<file path="src/rtl/ps2_pkg.sv">
// Shared byte constants, decoder state encoding and event word layout for the PS/2 scancode path.
// Latency: none (declarations only).
// Backpressure: n/a.
package ps2_pkg;

  // Set-2 prefix bytes
  localparam logic [7:0] PS2_EXT    = 8'hE0;
  localparam logic [7:0] PS2_BRK    = 8'hF0;

  // Device status / reply bytes that never represent a key in IDLE
  localparam logic [7:0] PS2_BAT    = 8'hAA;
  localparam logic [7:0] PS2_ACK    = 8'hFA;
  localparam logic [7:0] PS2_ECHO   = 8'hEE;
  localparam logic [7:0] PS2_RESEND = 8'hFE;
  localparam logic [7:0] PS2_ERR0   = 8'h00;
  localparam logic [7:0] PS2_ERR1   = 8'hFF;
  localparam logic [7:0] PS2_PAUSE  = 8'hE1;

  // Decoder state: which prefixes of the current sequence have been seen
  typedef enum logic [1:0] {
    ST_IDLE    = 2'd0,
    ST_EXT     = 2'd1,
    ST_BRK     = 2'd2,
    ST_EXT_BRK = 2'd3
  } ps2_state_t;

  // 10-bit event word {ext, brk, code}
  typedef struct packed {
    logic       ext;
    logic       brk;
    logic [7:0] code;
  } ps2_event_t;

  localparam int PS2_EVENT_W = $bits(ps2_event_t);

  // True for bytes the keyboard sends as status rather than as a key code
  function automatic logic ps2_is_status(input logic [7:0] b);
    return (b == PS2_BAT)    || (b == PS2_ACK)  || (b == PS2_ECHO) ||
           (b == PS2_RESEND) || (b == PS2_ERR0) || (b == PS2_ERR1) ||
           (b == PS2_PAUSE);
  endfunction

endpackage

</file>
<file path="src/rtl/ps2_event_fifo.sv">
// Show-ahead FIFO: head word driven straight from storage, full/empty flags.
// Latency: a push is visible at the head the cycle after the write edge when empty.
// Backpressure: push ignored when full unless a pop happens in the same cycle.
module ps2_event_fifo #(
  parameter int WIDTH = 10,
  parameter int DEPTH = 4
) (
  input  logic             clk,
  input  logic             rst,
  input  logic             push,
  input  logic [WIDTH-1:0] push_dat,
  input  logic             pop,
  output logic [WIDTH-1:0] head_dat,
  output logic             full,
  output logic             empty
);

  localparam int AW = (DEPTH > 1) ? $clog2(DEPTH) : 1;
  localparam int CW = AW + 1;

  logic [WIDTH-1:0] mem [DEPTH];
  logic [AW-1:0]    wr_ptr;
  logic [AW-1:0]    rd_ptr;
  logic [CW-1:0]    count;
  logic             do_push;
  logic             do_pop;

  assign empty    = (count == '0);
  assign full     = (count == CW'(DEPTH));
  assign do_pop   = pop && !empty;
  // A full FIFO can still take a word when the head leaves on the same edge
  assign do_push  = push && (!full || do_pop);
  assign head_dat = mem[rd_ptr];

  // Storage, pointers and occupancy; pointers wrap naturally since DEPTH is a power of two
  always_ff @(posedge clk) begin
    if (rst) begin
      for (int i = 0; i < DEPTH; i++) mem[i] <= '0;
      wr_ptr <= '0;
      rd_ptr <= '0;
      count  <= '0;
    end else begin
      if (do_push) begin
        mem[wr_ptr] <= push_dat;
        wr_ptr      <= wr_ptr + AW'(1);
      end
      if (do_pop) rd_ptr <= rd_ptr + AW'(1);
      case ({do_push, do_pop})
        2'b10:   count <= count + CW'(1);
        2'b01:   count <= count - CW'(1);
        default: count <= count;
      endcase
    end
  end

endmodule

</file>
<file path="src/rtl/ps2_scancode_ctrl.sv">
// Turns the PS/2 receiver byte stream into key events (E0/F0 prefixes, status filtering, timeout).
// Latency: event at the FIFO head one cycle after the completing byte's rx_done edge.
// Backpressure: ev_valid/ev_ready; events arriving while the FIFO is full are dropped and ovf sticks.
module ps2_scancode_ctrl
  import ps2_pkg::*;
#(
  parameter int TIMEOUT_CYCLES = 2_500_000,
  parameter int FIFO_DEPTH     = 4
) (
  input  logic       clk,
  input  logic       rst,
  input  logic [7:0] rx_data,
  input  logic       rx_done,
  output logic       ev_valid,
  input  logic       ev_ready,
  output logic [7:0] ev_code,
  output logic       ev_break,
  output logic       ev_ext,
  output logic       ovf,
  output logic       err
);

  localparam int TW = (TIMEOUT_CYCLES > 2) ? $clog2(TIMEOUT_CYCLES) : 1;
  localparam logic [TW-1:0] TMO_LAST = TW'(TIMEOUT_CYCLES - 1);

  ps2_state_t state;
  ps2_state_t state_nxt;
  logic [TW-1:0] tmo_cnt;
  logic          tmo_hit;
  logic          proto_err;
  logic          push_vld;
  ps2_event_t    push_dat;
  ps2_event_t    head_dat;
  logic          fifo_full;
  logic          fifo_empty;
  logic          pop;

  assign ev_valid = !fifo_empty;
  assign pop      = ev_valid && ev_ready;
  assign ev_code  = head_dat.code;
  assign ev_break = head_dat.brk;
  assign ev_ext   = head_dat.ext;

  // A partial sequence expires only when no byte arrives on that cycle
  assign tmo_hit = (state != ST_IDLE) && !rx_done && (tmo_cnt == TMO_LAST);

  // Byte decode: next state, event to push and protocol error for this cycle
  always_comb begin
    state_nxt     = state;
    push_vld      = 1'b0;
    push_dat.ext  = 1'b0;
    push_dat.brk  = 1'b0;
    push_dat.code = rx_data;
    proto_err     = 1'b0;
    if (rx_done) begin
      case (state)
        ST_IDLE: begin
          if (rx_data == PS2_EXT)       state_nxt = ST_EXT;
          else if (rx_data == PS2_BRK)  state_nxt = ST_BRK;
          else if (!ps2_is_status(rx_data)) push_vld = 1'b1;
        end
        ST_EXT: begin
          if (rx_data == PS2_BRK) begin
            state_nxt = ST_EXT_BRK;
          end else if (rx_data == PS2_EXT) begin
            // Repeated E0 is flagged but the extended prefix is kept
            proto_err = 1'b1;
          end else begin
            push_vld     = 1'b1;
            push_dat.ext = 1'b1;
            state_nxt    = ST_IDLE;
          end
        end
        ST_BRK: begin
          state_nxt = ST_IDLE;
          if (rx_data == PS2_EXT || rx_data == PS2_BRK) begin
            proto_err = 1'b1;
          end else begin
            push_vld     = 1'b1;
            push_dat.brk = 1'b1;
          end
        end
        ST_EXT_BRK: begin
          state_nxt = ST_IDLE;
          if (rx_data == PS2_EXT || rx_data == PS2_BRK) begin
            proto_err = 1'b1;
          end else begin
            push_vld     = 1'b1;
            push_dat.brk = 1'b1;
            push_dat.ext = 1'b1;
          end
        end
        default: state_nxt = ST_IDLE;
      endcase
    end else if (tmo_hit) begin
      state_nxt = ST_IDLE;
    end
  end

  // Decoder state, timeout counter and registered err/ovf flags
  always_ff @(posedge clk) begin
    if (rst) begin
      state   <= ST_IDLE;
      tmo_cnt <= '0;
      err     <= 1'b0;
      ovf     <= 1'b0;
    end else begin
      state <= state_nxt;
      err   <= proto_err || tmo_hit;
      if (push_vld && fifo_full && !pop) ovf <= 1'b1;
      if (rx_done || state == ST_IDLE || tmo_hit) tmo_cnt <= '0;
      else                                        tmo_cnt <= tmo_cnt + TW'(1);
    end
  end

  ps2_event_fifo #(
    .WIDTH (PS2_EVENT_W),
    .DEPTH (FIFO_DEPTH)
  ) u_fifo (
    .clk      (clk),
    .rst      (rst),
    .push     (push_vld),
    .push_dat (push_dat),
    .pop      (pop),
    .head_dat (head_dat),
    .full     (fifo_full),
    .empty    (fifo_empty)
  );

endmodule

</file>
<file path="config.mk">
export PLATFORM = sky130hd
export DESIGN_NAME = ps2_scancode_ctrl
export DESIGN_NICKNAME = d
export VERILOG_FILES = /design/src/rtl/ps2_pkg.sv /design/src/rtl/ps2_event_fifo.sv /design/src/rtl/ps2_scancode_ctrl.sv
export SDC_FILE = /design/constraint.sdc
export NUM_CORES = 1
export LEC_CHECK = 0
export CORE_MARGIN = 1.5
export CORE_UTILIZATION = 60
export DETAILED_ROUTE_END_ITERATION = 16
export PLACE_DENSITY = 0.84
export REMOVE_ABC_BUFFERS = 1
export SETUP_SLACK_MARGIN = 0.05
export SLEW_MARGIN = 0
export SYNTH_ARGS = -nofsm -noshare
export SYNTH_HDL_FRONTEND = slang
export SYNTH_HIERARCHICAL = 1
export SYNTH_SLANG_ARGS = --single-unit
</file>
<file path="constraint.sdc">
create_clock -name clk -period 5.9 [get_ports clk]
set_clock_uncertainty 0.1 [all_clocks]
set_input_delay 0.59 -clock clk [delete_from_list [all_inputs] [get_ports clk]]
set_output_delay 0.59 -clock clk [all_outputs]
set_load 0.005 [all_outputs]
</file>
==> impl_results.md, run 1 <==
- Result of the run: complete, no violations
- Root buffer cell: sky130_fd_sc_hd__clkbuf_8
- Depth of the worst hold-timing path: 1
- Largest stage delay, worst path: 0.92 ns
- Initial core utilization: 61.7%
- Power per unit of standard cell area: 273 mW/mm^2
- Count of instances resized after the clock tree is built: 0
- Residual antenna-violating net count after detailed routing: 0
- Total leakage power: 1.36 nW
- TritonCTS Buffers: 9
- H-tree Lvls: 3
- Final wirelength: 7270 um
- Synthesized netlist cell count: 313
- Fraction of layout cells with a size suffix above 1: 11.6%
- Register-to-register setup slack: 2.74 ns
- Top FF cell, synth: sky130_fd_sc_hd__edfxtp_1
- Area of combinational cells with multiple inputs: 0.00161 mm^2
- Worst Path Required: 5.83 ns
- Sequential element share of the synthesized area: 52.6%
- Max stage delay cell, worst path: sky130_fd_sc_hd__nor4_1
- Die extent in x: 80.6 um
- Post-synth design cell area: 0.00361 mm^2
- Number of flops mapped to enable cells by yosys: 40
- WL per Instance: 17.4 um
- Total power of the final layout: 1.12 mW
- Worst min-delay path endpoint: tmo_cnt[0]$_SDFF_PP0_
- Overflow left after global routing: 0
- Largest delay share family, worst path: simple AND/OR/NAND/NOR gates
- Antenna violations before repair: 0
- Cells along the critical path: clkdlybuf4s50_1 > nor4_1 > a22oi_1 > o211ai_1 > a21oi_1 > nand2_4 > nor4_1 > or2_2
- Type of the worst setup path: input pin to flip-flop
- Tightest Hold Check Type: flip-flop to flip-flop
- DR pass1 iterations: 4
- Clk slew on worst S/H paths: 0.08 ns
- Portion of the clock cycle consumed by the worst path in the final layout: 68.5%
- DR vias: 2510
- CTS tree: done
- Total count of max-transition violations in the final report: 0
- Iteration-0 DRC Markers: 160
- Maximum number of buffers from clock root to sink: 2
- Total setup violations reported at the end of the flow: 0
- Area share of the largest cell type after synthesis: 33.3%
- Total Nets Final: 353
- Crit-path most repeated cell: sky130_fd_sc_hd__nor4_1
- Number of rows in the core area: 28
- Port Buffer Count: 24
- I/O Pins: 25
- DRC violation count after routing: 0
- Final antenna diode count: 0
- Data arrival time of the critical path: 3.97 ns
- Reg area: 0.00190 mm^2
- Startpoint of the lowest-slack hold path: tmo_cnt[0]$_SDFF_PP0_
- Worst reg-to-reg path cell count: 5
- Buffers & Inverters on Critical Path: 1
- Setup total negative slack: 0 ns
- Die Span Y: 80.6 um
- Async set-reset flop share out of synthesis: 0%
- RSZ-0062 raised after global routing: no
- RD Place Congestion: 0.789
- Number of library cell types mapped by synthesis: 55
- Peak supply drop: 177 uV
- Largest net degree at the start of global routing: 24
- Top post-synthesis cells by area: sky130_fd_sc_hd__edfxtp_1 (33%), sky130_fd_sc_hd__dfxtp_1 (19%), sky130_fd_sc_hd__and2_1 (7.3%)
- Die area: 0.00649 mm^2
- Total of flip-flops plus latches after synthesis: 75
- Most common cell in the synthesized netlist: sky130_fd_sc_hd__and2_1
- Total of fill cells in the finished design: 434
- Dominant cell type by area after synthesis: sky130_fd_sc_hd__edfxtp_1
- Clock latency at the later pin of the worst-skew pair: 0.35 ns
- Beginning of the worst register-to-register path: state[1]$_SDFFE_PP0P_
- Vias per cell: 5.99
- Final Critical Period: 4.04 ns
- Half-perimeter wire length of the detailed placement result: 4940 um
- Area growth, synth to finish: 13.5%
- Relative slew margins: 22.9%
- CP Max Fanout: 11
- Startpoint types: input pin
- Total setup buffers inserted after CTS: 0
- Synth Warn #: 6
- Max-Cap Viols: 0
- Most numerous cell types in the synthesized netlist: sky130_fd_sc_hd__and2_1 (42), sky130_fd_sc_hd__edfxtp_1 (40), sky130_fd_sc_hd__dfxtp_1 (35), sky130_fd_sc_hd__nor2_1 (25), sky130_fd_sc_hd__a21oi_1 (12)
- Endpoint type of the worst setup path: flip-flop
- Endpoints failing hold: 0
- Sink Count: 75
- Capture point of the worst reg-to-reg path: u_fifo/mem[0][2]$_SDFFCE_PN0P_
- Hold-fix buffers, CTS: 0
- First-pass GRT wire length: 11600 um
- All-Layer GR Usage: 24.4%
- Via count of the first global-routing pass: 2372
- Highest achievable clock rate: 247 MHz
- Slew at the pin closest to its max-slew limit: 1.15 ns
- Core box area: 0.00585 mm^2
- Avg Cell Area, Syn: 11.5 um^2
==> layer usage <==
layer | vias up | track usage (%) | part of all wire [%]
met5 | - | 0 | 0
met4 | 0 | 12.2 | 1.8
met3 | 10 | 3.64 | 4.1
met2 | 69 | 42.6 | 52
met1 | 1217 | 29.1 | 42
li1 | 1214 | - | -
==> state kept, by name, indices dropped and copies added, names as in the netlist, named ones only <==
| name | count |
|---|---|
| u_fifo/rd_ptr | 2 |
| u_fifo/count | 3 |
| u_fifo/mem | 40 |
| state | 2 |
| tmo_cnt | 22 |
| err | 1 |
| u_fifo/wr_ptr | 2 |
| ovf | 1 |
==> metrics by stage <==
step | std cells | setup WS, ns | cell area [um^2] | hold WS [ns] | util, %
2_1_floorplan | 303 | 2.80 | 3540 | 0.330 | -
3_3_place_gp | 403 | 1.79 | 3880 | 0.344 | 66.4
3_5_place_dp | 403 | 1.61 | 3880 | 0.355 | 66.4
4_1_cts | 419 | 1.94 | 4100 | 0.373 | 70.1
5_1_grt | 419 | 1.49 | 4100 | 0.392 | 70.1
6_report | 419 | 1.86 | 4100 | 0.371 | 70.1
==> worst register-to-register path, delay by kind of cell, from the launching register on <==
kind               cells  cell delay (ns)
and+or+nand+nor        4             1.63
DFF                    1             0.44
AOI/OAI and AO/OA      1             0.68
==> cell usage in the layout, fill, tap and decap left out, types with 2 or more instances in the layout <==
cell type,netlist,routed
sky130_fd_sc_hd__and2_1,42,42
sky130_fd_sc_hd__edfxtp_1,40,40
sky130_fd_sc_hd__dfxtp_1,35,35
sky130_fd_sc_hd__nor2_1,25,25
sky130_fd_sc_hd__clkdlybuf4s50_1,0,24
sky130_fd_sc_hd__a21oi_1,12,12
sky130_fd_sc_hd__nand2_1,11,11
sky130_fd_sc_hd__xor2_1,11,11
sky130_fd_sc_hd__nand3_1,10,10
sky130_fd_sc_hd__mux4_2,10,10
sky130_fd_sc_hd__xnor2_1,9,9
sky130_fd_sc_hd__clkbuf_8,1,9
sky130_fd_sc_hd__inv_1,8,8
sky130_fd_sc_hd__and3_1,7,7
sky130_fd_sc_hd__nand4_1,6,6
sky130_fd_sc_hd__or4_1,6,6
sky130_fd_sc_hd__or3_1,6,6
sky130_fd_sc_hd__nor4_1,5,5
sky130_fd_sc_hd__o211ai_1,5,5
sky130_fd_sc_hd__o21ai_0,5,4
sky130_fd_sc_hd__o31ai_1,4,4
sky130_fd_sc_hd__nor3_1,3,3
sky130_fd_sc_hd__nor4bb_1,3,3
sky130_fd_sc_hd__and4_2,3,3
sky130_fd_sc_hd__nor3b_1,3,3
sky130_fd_sc_hd__o21bai_1,3,3
sky130_fd_sc_hd__nand2b_1,3,3
sky130_fd_sc_hd__nor2b_1,2,2
sky130_fd_sc_hd__or2_2,2,2
sky130_fd_sc_hd__clkinvlp_4,0,2
sky130_fd_sc_hd__clkinv_1,0,2
sky130_fd_sc_hd__bufinv_16,0,2
sky130_fd_sc_hd__o31a_1,2,2
==> logic make-up after synthesis <==
| group | after synthesis | synth area share [%] |
|---|---|---|
| and+or+nand+nor | 148 | 24.9 |
| muxes | 11 | 6.65 |
| buffers and inverters | 18 | 2.74 |
| xor gates and xnor gates | 20 | 4.85 |
| AOI/OAI and AO/OA | 39 | 7.34 |
| adders and majority gates | 2 | 0.901 |
| DFF | 75 | 52.6 |
==> how the worst max path moves through the flow <==
| stage | from | to | slack, ns | cells past startpoint |
|---|---|---|---|---|
| after floorplan | rx_data[6] | u_fifo/mem[0][0]$_SDFFCE_PN0P_ | 2.80 | 7 |
| after global placement | rx_data[4] | u_fifo/mem[0][0]$_SDFFCE_PN0P_ | 1.79 | 8 |
| after detailed placement | rx_data[4] | u_fifo/mem[0][1]$_SDFFCE_PN0P_ | 1.61 | 8 |
| after CTS | rx_data[4] | u_fifo/mem[0][3]$_SDFFCE_PN0P_ | 1.94 | 8 |
| after global routing | rx_data[4] | u_fifo/mem[0][3]$_SDFFCE_PN0P_ | 1.49 | 8 |
| final | rx_data[4] | u_fifo/mem[0][2]$_SDFFCE_PN0P_ | 1.86 | 8 |
==> where the power goes <==
group	switching (mW)	leakage [nW]	total, mW	internal [mW]
Combinational	0.0485	0.561	0.0994	0.0509
Clock	0.192	0.101	0.429	0.237
Sequential	0.0150	0.699	0.591	0.576
==> area by class of cell <==
cell class / count / area share, %
sequential: 75 / 46.4
tap: 75 / 2.29
clock inverter: 7 / 2.23
inverter: 8 / 0.732
timing repair buffer: 25 / 6.04
multi-input combinational: 220 / 39.3
clock buffer: 9 / 3.02
Note: power is estimated with default switching activity, not from simulation.
==> run 2: changes to the inputs <==
Settings changed: CORE_UTILIZATION 60 to 58, PLACE_DENSITY 0.84 to 0.82.
Clock period 5.9 ns to 4 ns, I/O delays scaled along.
==> run 2 against run 1 <==
Net effect: global-route usage is 1.2 points lower; hold slack improved by 0.0048 ns; via count increased by 0.80%; final cell count is 0.95% higher; critical endpoint is now u_fifo/count[1]$_SDFFE_PP0P_; die area increased by 3.3%; sequential share of layout area fell by 0.55 points; count of clock-buffer cells in the layout is 2 higher; setup slack got worse by 1.3 ns; register-to-register slack worse by 1.5 ns.
==> impl_results.md, run 2 (synthesis results as in run 1) <==
- Total setup buffers inserted after CTS: 0 (unchanged)
- CP Launch Point: rx_data[4] (unchanged)
- Number of rows in the core area: 28 (unchanged)
- WL per Instance: 16.7 um (was 17.4 um)
- Count of instances resized after the clock tree is built: 0 (unchanged)
- Max-Cap Viols: 0 (unchanged)
- Finished Cell Area: 0.00415 mm^2 (was 0.00410 mm^2)
- DR pass1 iterations: 4 (unchanged)
- Placed cells: 407 (was 403)
- Area growth, synth to finish: 14.9% (was 13.5%)
- Largest net degree at the start of global routing: 24 (unchanged)
- Fraction of layout cells with a size suffix above 1: 12.6% (was 11.6%)
- Beginning of the worst register-to-register path: u_fifo/count[2]$_SDFFE_PP0P_ (was state[1]$_SDFFE_PP0P_)
- Port Buffer Count: 24 (unchanged)
- Total leakage power: 1.39 nW (was 1.36 nW)
- Endpoints failing hold: 0 (unchanged)
- Die extent in x: 81.9 um (was 80.6 um)
- DR vias: 2530 (was 2510)
- Capture point of the worst reg-to-reg path: u_fifo/count[1]$_SDFFE_PP0P_ (was u_fifo/mem[0][2]$_SDFFCE_PN0P_)
- Data arrival time of the critical path: 3.59 ns (was 3.97 ns)
- CP Max Fanout: 10 (was 11)
- Slew at the pin closest to its max-slew limit: 0.882 ns (was 1.15 ns)
- Largest register by flop count: u_fifo/mem (unchanged)
- Setup total negative slack: 0 ns (unchanged)
- Initial core utilization: 60.7% (was 61.7%)
- Peak supply drop: 263 uV (was 177 uV)
- Startpoint types: input pin (unchanged)
- Worst Setup Slack, final: 0.509 ns (was 1.86 ns)
- Largest registers ranked by flip-flop count: u_fifo/mem: 40 flops, tmo_cnt: 22 flops, u_fifo/count: 3 flops (unchanged)
- DRC violation count after routing: 0 (unchanged)
- All-Layer GR Usage: 23.3% (was 24.4%)
- Clock latency at the later pin of the worst-skew pair: 0.34 ns (was 0.35 ns)
- Worst Path Required: 4.10 ns (was 5.83 ns)
- Clk slew on worst S/H paths: 0.07 ns (was 0.08 ns)
- Relative slew margins: 41.2% (was 22.9%)
- Die area: 0.00671 mm^2 (was 0.00649 mm^2)
- Final antenna diode count: 0 (unchanged)
- Total Nets Final: 357 (was 353)
- Total setup violations reported at the end of the flow: 0 (unchanged)
- Maximum number of buffers from clock root to sink: 2 (unchanged)
- Residual antenna-violating net count after detailed routing: 0 (unchanged)
- Sink Count: 75 (unchanged)
- Tightest Hold Check Type: flip-flop to flip-flop (unchanged)
- Register-to-register setup slack: 1.22 ns (was 2.74 ns)
- Antenna violations before repair: 0 (unchanged)
- Worst reg-to-reg path cell count: 8 (was 5)
- I/O Pins: 25 (unchanged)
- Final wirelength: 7040 um (was 7270 um)
- Result of the run: complete, no violations (unchanged)
- Half-perimeter wire length of the detailed placement result: 4660 um (was 4940 um)
- Power per unit of standard cell area: 410 mW/mm^2 (was 273 mW/mm^2)
- Type of the worst setup path: input pin to flip-flop (unchanged)
- RD Place Congestion: 0.780 (was 0.789)
- Endpoint type of the worst setup path: flip-flop (unchanged)
- Total count of max-transition violations in the final report: 0 (unchanged)
- Core box area: 0.00596 mm^2 (was 0.00585 mm^2)
- Area after detailed placement: 0.00392 mm^2 (was 0.00388 mm^2)
- H-tree Lvls: 3 (unchanged)
- First-pass GRT wire length: 11500 um (was 11600 um)
- Iteration-0 DRC Markers: 124 (was 160)
- Setup slack at placement: 0.327 ns (was 1.61 ns)
- Hold-fix buffers, CTS: 0 (unchanged)
- Root buffer cell: sky130_fd_sc_hd__clkbuf_8 (unchanged)
- CTS tree: done (unchanged)
- Portion of the clock cycle consumed by the worst path in the final layout: 87.3%
- RSZ-0062 raised after global routing: no (unchanged)
- Startpoint of the lowest-slack hold path: tmo_cnt[0]$_SDFF_PP0_ (unchanged)
- Via count of the first global-routing pass: 2431 (was 2372)
- Highest achievable clock rate: 286 MHz
- Die Span Y: 81.9 um (was 80.6 um)
- TritonCTS Buffers: 9 (unchanged)
- Flip-flop count of the largest register, all copies and words added: 40 (unchanged)
- Total power of the final layout: 1.70 mW (was 1.12 mW)
- Worst min-delay path endpoint: tmo_cnt[0]$_SDFF_PP0_ (unchanged)
- Overflow left after global routing: 0 (unchanged)
- Depth of the worst hold-timing path: 1 (unchanged)
- Commonest cells after routing, fill and taps aside: sky130_fd_sc_hd__and2_1 (42), sky130_fd_sc_hd__edfxtp_1 (40), sky130_fd_sc_hd__dfxtp_1 (35) (unchanged)
- Vias per cell: 5.98 (was 5.99)
- Final std cells w/o fill: 423 (was 419)
- Most common library cell in the layout ignoring fill and taps: sky130_fd_sc_hd__and2_1 (unchanged)
- Final Critical Period: 3.49 ns
## run 2: stage by stage
stage / hold WS, ns / utilization [%]
2_1_floorplan: 0.330 / -
3_3_place_gp: 0.345 / 65.7
3_5_place_dp: 0.375 / 65.7
4_1_cts: 0.391 / 69.7
5_1_grt: 0.411 / 69.7
6_report: 0.376 / 69.7
## run 2: layer usage
layer	up-vias	share of wire (%)	wire [um]	global-route usage (%)
li1	1220	-	-	-
met1	1230	44	3070	28.4
met2	64	50	3510	39.3
met3	16	4.8	336	4.78
met4	0	1.8	127	10.7
met5	-	0	0	0
## run 2: report_power, final
group | switching (mW) | internal [mW]
Clock | 0.264 | 0.414
Combinational | 0.0735 | 0.0789
Sequential | 0.0205 | 0.849
## run 2: final cells by class
type / instances / area [um^2]
clock buffer: 11 / 131
clock inverter: 5 / 103
fill: 428 / 1810
inverter: 8 / 30.0
multi-input combinational: 220 / 1610
sequential: 75 / 1900
tap: 75 / 93.8
timing repair buffer: 29 / 278
## run 2: worst max-delay path by stage
stage	end	slack (ns)	cells past startpoint
finish	u_fifo/count[1]$_SDFFE_PP0P_	0.51	10
global placement	u_fifo/count[2]$_SDFFE_PP0P_	0.49	9
detailed placement	u_fifo/count[1]$_SDFFE_PP0P_	0.33	10
CTS	u_fifo/count[1]$_SDFFE_PP0P_	0.59	10
floorplan	u_fifo/mem[0][0]$_SDFFCE_PN0P_	1.09	7
global route	u_fifo/count[1]$_SDFFE_PP0P_	0.34	10
## run 2: critical path, cell delays in order
cell,delay (ns)
sky130_fd_sc_hd__clkdlybuf4s50_1,0.69
sky130_fd_sc_hd__nor4_1,0.14
sky130_fd_sc_hd__o211ai_1,0.19
sky130_fd_sc_hd__o211ai_1,0.14
sky130_fd_sc_hd__a21oi_1,0.73
sky130_fd_sc_hd__nand2b_1,0.22
sky130_fd_sc_hd__fa_1,0.45
sky130_fd_sc_hd__nor2_1,0.12
sky130_fd_sc_hd__o211ai_1,0.10
sky130_fd_sc_hd__a221oi_1,0.40
==> run 3: changes to the inputs <==
Settings changed: CTS_CLUSTER_SIZE set to 12.
==> results of run 3 <==
Final layout, timing and power as in run 2 (identical DEF).
